`src/rtl/result_batch_accumulator.sv`:
```
// result_batch_accumulator
// Collects N_SAMPLES accepted results from the non-stalling datapath, forms the
// batch sum and maximum, and offers them downstream over valid/ready. While a
// completed batch waits for downstream, incoming results are dropped and counted.
module result_batch_accumulator #(
  parameter int DATA_W    = 4,
  parameter int N_SAMPLES = 4,
  parameter int ACC_W     = 8
) (
  input  logic              clock,
  input  logic              reset_n,
  input  logic              in_valid,
  input  logic [DATA_W-1:0] in_data,
  output logic              in_ready,
  output logic              out_valid,
  input  logic              out_ready,
  output logic [ACC_W-1:0]  sum_out,
  output logic [DATA_W-1:0] max_out,
  output logic [7:0]        drop_cnt
);

  // A one-sample batch still needs a one-bit counter to keep the declarations legal.
  localparam int CNT_W = (N_SAMPLES > 1) ? $clog2(N_SAMPLES) : 1;
  localparam logic [CNT_W-1:0] CNT_LAST = CNT_W'(N_SAMPLES - 1);
  localparam logic [7:0] DROP_MAX = 8'hFF;

  typedef enum logic {
    ST_COLLECT = 1'b0,
    ST_HOLD    = 1'b1
  } state_t;

  state_t              state_q, state_d;
  logic [ACC_W-1:0]    acc_q, acc_d;
  logic [CNT_W-1:0]    cnt_q, cnt_d;
  logic [DATA_W-1:0]   max_q, max_d;
  logic [ACC_W-1:0]    sum_q, sum_d;
  logic [DATA_W-1:0]   max_out_q, max_out_d;
  logic [7:0]          drop_q, drop_d;

  logic                accept;
  logic                drop_evt;
  logic [ACC_W-1:0]    data_ext;
  logic [DATA_W-1:0]   max_new;
  logic [ACC_W-1:0]    acc_new;

  // Handshake qualifiers and the per-sample arithmetic shared by both update paths.
  always_comb begin
    in_ready  = (state_q == ST_COLLECT);
    out_valid = (state_q == ST_HOLD);
    accept    = in_valid && in_ready;
    drop_evt  = in_valid && !in_ready;
    data_ext  = ACC_W'(in_data);
    acc_new   = acc_q + data_ext;
    max_new   = (in_data > max_q) ? in_data : max_q;
  end

  // Next-state logic: collect samples, publish the batch, wait for downstream.
  always_comb begin
    state_d   = state_q;
    acc_d     = acc_q;
    cnt_d     = cnt_q;
    max_d     = max_q;
    sum_d     = sum_q;
    max_out_d = max_out_q;
    case (state_q)
      ST_COLLECT: begin
        if (accept) begin
          if (cnt_q == CNT_LAST) begin
            // Last sample of the batch: publish including this sample and restart.
            sum_d     = acc_new;
            max_out_d = max_new;
            acc_d     = '0;
            cnt_d     = '0;
            max_d     = '0;
            state_d   = ST_HOLD;
          end else begin
            acc_d = acc_new;
            max_d = max_new;
            cnt_d = cnt_q + CNT_W'(1);
          end
        end
      end
      ST_HOLD: begin
        // The result registers stay frozen; leaving HOLD costs one bubble cycle.
        if (out_ready) begin
          state_d = ST_COLLECT;
        end
      end
      default: begin
        state_d = ST_COLLECT;
      end
    endcase
  end

  // Saturating count of results lost while a batch was pending.
  always_comb begin
    drop_d = drop_q;
    if (drop_evt && (drop_q != DROP_MAX)) begin
      drop_d = drop_q + 8'd1;
    end
  end

  // State and datapath registers; reset discards any partial or pending batch.
  always_ff @(posedge clock or negedge reset_n) begin
    if (!reset_n) begin
      state_q   <= ST_COLLECT;
      acc_q     <= '0;
      cnt_q     <= '0;
      max_q     <= '0;
      sum_q     <= '0;
      max_out_q <= '0;
      drop_q    <= '0;
    end else begin
      state_q   <= state_d;
      acc_q     <= acc_d;
      cnt_q     <= cnt_d;
      max_q     <= max_d;
      sum_q     <= sum_d;
      max_out_q <= max_out_d;
      drop_q    <= drop_d;
    end
  end

  assign sum_out  = sum_q;
  assign max_out  = max_out_q;
  assign drop_cnt = drop_q;

endmodule
```
`config.mk`:
```
export PLATFORM = sky130hd
export DESIGN_NAME = result_batch_accumulator
export DESIGN_NICKNAME = d
export VERILOG_FILES = /design/src/rtl/result_batch_accumulator.sv
export SDC_FILE = /design/constraint.sdc
export NUM_CORES = 1
export LEC_CHECK = 0
export CAP_MARGIN = 20
export CORE_AREA = 5 5 69 71
export DETAILED_ROUTE_END_ITERATION = 10
export DIE_AREA = 0 0 74 76
export PLACE_DENSITY = 0.69
export RECOVER_POWER = 50
export SETUP_SLACK_MARGIN = 0.5
export SLEW_MARGIN = 40
export SYNTH_ARGS = -nofsm -noshare
export SYNTH_HDL_FRONTEND = slang
export SYNTH_SLANG_ARGS = --single-unit
```
`constraint.sdc`:
```
create_clock -name clock -period 1.8 [get_ports clock]
set_clock_uncertainty 0.2 [all_clocks]
set_input_delay 0.27 -clock clock [delete_from_list [all_inputs] [get_ports clock]]
set_output_delay 0.27 -clock clock [all_outputs]
set_load 0.02 [all_outputs]
```
==> impl_summary.log <==
[metrics] First-pass DRT Iterations: 5
[metrics] worst endpoint data arrival time: 1960 ps
[metrics] Static Leakage: 0.00155 uW
[metrics] final non-filler cell total: 333
[metrics] top-level port count: 30
[metrics] initial antenna violation count: 0
[metrics] top fanout value on the critical path: 6
[metrics] share of total power in the clock network: 13.7%
[metrics] fmax: 504 MHz
[metrics] global-route wire length before repair: 8370 um
[metrics] type of element launching the critical path: flip-flop
[metrics] fin. max-slew vios: 0
[metrics] path type of the worst min-delay path: flip-flop to flip-flop
[metrics] final cell utilization of the core: 79.0%
[metrics] number of global-route vias before repair: 1817
[metrics] hold depth: 2
[metrics] final weighted congestion in routability-driven placement: 0.857
[metrics] post-placement cell area: 2460 um2
[metrics] most numerous cell types in the synthesized netlist: 35 x sky130_fd_sc_hd__dfrtp_1, 32 x sky130_fd_sc_hd__nand2_1, 16 x sky130_fd_sc_hd__o21ai_0
[metrics] net switching power: 2080 uW
[metrics] EDFF count, synth: 0
[metrics] DR WL/cell: 16.3 um
[metrics] worst setup margin: -184 ps
[metrics] post-synthesis to final-layout area growth: 80.7%
[metrics] number of instances in the synthesized netlist: 180
[metrics] violations in the final reports: negative setup slack
[metrics] Skew-Pair Late Insertion Delay: 300 ps
[metrics] final-report hold violation count: 0
[metrics] remaining antenna violation count: 0
[metrics] sequential share of power: 26.8%
[metrics] Clock Sinks: 35
[metrics] placement row count: 24
[metrics] number of maximum-capacitance violations: 0
[metrics] worst endpoint required time: 1780 ps
[metrics] pin count of the biggest net entering global routing: 36
[metrics] Clock Pin Slew Worst Setup and Hold Paths: 80 ps
[metrics] die outline area: 5620 um2
[metrics] Async S/R FF share, synth: 100%
[metrics] warnings from Yosys: 0
[metrics] path type of the worst setup path: flip-flop to flip-flop
[metrics] dominant cell type by area after synthesis: sky130_fd_sc_hd__dfrtp_1
[metrics] total via count after detailed routing: 1747
[metrics] proportion of netlist area held by the largest area contributor: 48.0%
[metrics] Post-Layout Inst Area: 3300 um2
[metrics] largest vdd supply drop: 0.000949 V
[metrics] die outline height: 76 um
[metrics] slew at the pin closest to its max-slew limit: 882 ps
[metrics] final-stage net count: 299
[metrics] starting utilization of the core area: 43.7%
[metrics] number of distinct standard cells referenced by the synthesized netlist: 38
[metrics] die outline width: 74 um
[metrics] drt first-iter violations: 56
[metrics] core area: 4170 um2
[metrics] syn_area_per_cell: 10.1 um2
[metrics] post-synthesis instance area: 1830 um2
[metrics] detail-routed via count per cell: 5.25
[metrics] net count of the mapped netlist: 199
[metrics] Reg2Reg Depth: 8
[metrics] Tmin final: 1980 ps
[metrics] PortBufs: 29
[metrics] clock tree from TritonCTS: done
[metrics] number of diodes added for antenna fixing: 0
[metrics] number of buffers created by CTS: 5
[metrics] dominant cells by area after synthesis: sky130_fd_sc_hd__dfrtp_1 48%, sky130_fd_sc_hd__ha_1 6.9%, sky130_fd_sc_hd__nand2_1 6.6%, sky130_fd_sc_hd__o21ai_0 4.4%, sky130_fd_sc_hd__mux2_2 3.1%
[metrics] slew margin rel.: 41.2%
[metrics] most common cell in the synthesized netlist: sky130_fd_sc_hd__dfrtp_1
[metrics] share of synthesized area occupied by flip-flops and latches: 48.0%
[metrics] switching part of the total: 38.2%
[metrics] combinational share of power: 59.5%
[metrics] pwr/cell area: 1650 nW/um2
[metrics] setup repair after global routing missed its margin: yes
[metrics] clock tree root buffer cell: sky130_fd_sc_hd__clkbuf_8
[metrics] half-perimeter wire length of the detailed placement result: 3130 um
[metrics] Max H-tree Level: 2
[metrics] layout filler cell count: 226
[metrics] Critical Path Sink Type: flip-flop
[metrics] Top FF cell, synth: sky130_fd_sc_hd__dfrtp_1
[metrics] number of failing setup endpoints in the final timing report: 18
[metrics] fraction of layout instances using a drive strength above 1: 60.1%
[metrics] aggregate global-route resource usage: 19.2%
[metrics] total congestion overflow: 0
[metrics] number of design rule violations left after detail routing: 0
[metrics] Detailed Route WL: 5440 um
[metrics] status: complete, but fails checks
[metrics] count of state elements after synthesis: 35
[metrics] clock tree buffer depth: 2
[metrics] Tcrit/Tclk final: 110%
[metrics] placed instance count: 279
[metrics] internal power: 3360 uW
-- final timing paths --
check	start	to	slack (ps)
setup / recovery	max_q[1]	max_out[3]	-180
hold / removal	sum_out[7]	sum_out[7]	300
setup reg to reg	max_q[1]	max_out[3]	-180
hold reg to reg	sum_out[7]	sum_out[7]	300
max in group asynchronous	reset_n	drop_cnt[5]	360
min in group asynchronous	reset_n	out_valid	430
-- placed cells by master, fill, tap and decap left out, types with 3 or more instances in the layout --
master | netlist | final
sky130_fd_sc_hd__mux2i_2 | 0 | 3
sky130_fd_sc_hd__dfrtp_1 | 35 | 26
sky130_fd_sc_hd__inv_2 | 0 | 3
sky130_fd_sc_hd__o21ai_2 | 0 | 4
sky130_fd_sc_hd__xnor2_2 | 0 | 4
sky130_fd_sc_hd__o21ai_1 | 0 | 10
sky130_fd_sc_hd__ha_4 | 0 | 5
sky130_fd_sc_hd__inv_1 | 10 | 6
sky130_fd_sc_hd__nor2_1 | 5 | 4
sky130_fd_sc_hd__dlygate4sd2_1 | 0 | 5
sky130_fd_sc_hd__a22o_1 | 3 | 3
sky130_fd_sc_hd__buf_4 | 1 | 40
sky130_fd_sc_hd__ha_1 | 10 | 4
sky130_fd_sc_hd__mux2_4 | 1 | 4
sky130_fd_sc_hd__buf_6 | 0 | 49
sky130_fd_sc_hd__nand2_1 | 32 | 21
sky130_fd_sc_hd__a21oi_2 | 0 | 3
sky130_fd_sc_hd__nand2_4 | 0 | 6
sky130_fd_sc_hd__clkbuf_8 | 0 | 6
sky130_fd_sc_hd__dfrtp_2 | 0 | 9
sky130_fd_sc_hd__nand2_2 | 1 | 5
-- flip-flops by register name (all words and copies together) (netlist names) --
name and flops:
sum_out 8, cnt_q 2, out_valid 1, acc_q 8
max_out 4, drop_cnt 8, max_q 4
-- power by group through the flow --
stage / sequential [uW] / combinational, uW / clock [uW]
after detailed placement: 1410 / 2190 / 0
after global placement: 1380 / 2130 / 0
after global routing: 1490 / 3460 / 803
after CTS: 1430 / 2760 / 751
final: 1460 / 3240 / 744
after floorplan: 1560 / 1160 / 0
-- worst max-delay path: stages, from the launching register on --
cell and delay, ps:
sky130_fd_sc_hd__dfrtp_1 380, sky130_fd_sc_hd__inv_2 60, sky130_fd_sc_hd__ha_4 260, sky130_fd_sc_hd__nor2b_4 120
sky130_fd_sc_hd__o211ai_1 100, sky130_fd_sc_hd__a21oi_2 210, sky130_fd_sc_hd__buf_6 180, sky130_fd_sc_hd__mux2i_2 240
sky130_fd_sc_hd__o21ai_1 110
-- routing by layer --
| metal | wire length, um | GRT usage, % | part of all wire (%) |
|---|---|---|---|
| met3 | 235 | 5.15 | 4.3 |
| met5 | 0 | 0 | 0 |
| met1 | 2220 | 22.9 | 41 |
| met4 | 103 | 5.80 | 1.9 |
| met2 | 2870 | 32.9 | 53 |
-- timing repair --
item | 4_1_cts | 5_1_grt
setup endpoints to repair | 57 | 57
setup buffers | 22 | 23
gates cloned | 1 | 0
gates resized for setup | 195 | 31
pin swaps | 17 | 22
hold buffers | 0 | 0
-- metrics by stage --
step	setup slack, ps	power, uW	hold slack (ps)	TNS (ps)
4_1_cts	-114	4940	159	-781
6_report	-184	5430	296	-1370
3_5_place_dp	-615	3600	268	-10540
3_3_place_gp	-523	3520	262	-9460
5_1_grt	-275	5750	318	-2670
2_1_floorplan	8.29	2720	-226	0
-- cell families (layout without fill, tap and decap cells) --
group                    count (synthesis)  after routing  synth area share [%]
flip-flops                              35             35                  48.0
buffers and inverters                   17            118                  3.70
XOR/XNOR                                 9              9                  4.32
AND/OR/NAND/NOR                         61             61                  16.4
AO/OA/AOI/OAI                           36             36                  13.0
multiplexers                            11             11                  6.65
adder cells (fa/ha/maj)                 11             11                  7.95
-- layout make-up --
cell class	instances	area (um2)	share of cell area [%]
Tap cell	52	65.1	1.97
Clock inverter	2	35.0	1.06
Sequential cell	35	887	26.9
Multi-Input combinational cell	128	1220	36.9
Clock buffer	6	82.6	2.50
Timing Repair Buffer	100	967	29.3
Inverter	10	45.0	1.37
Power figures use the tool's default switching activity.
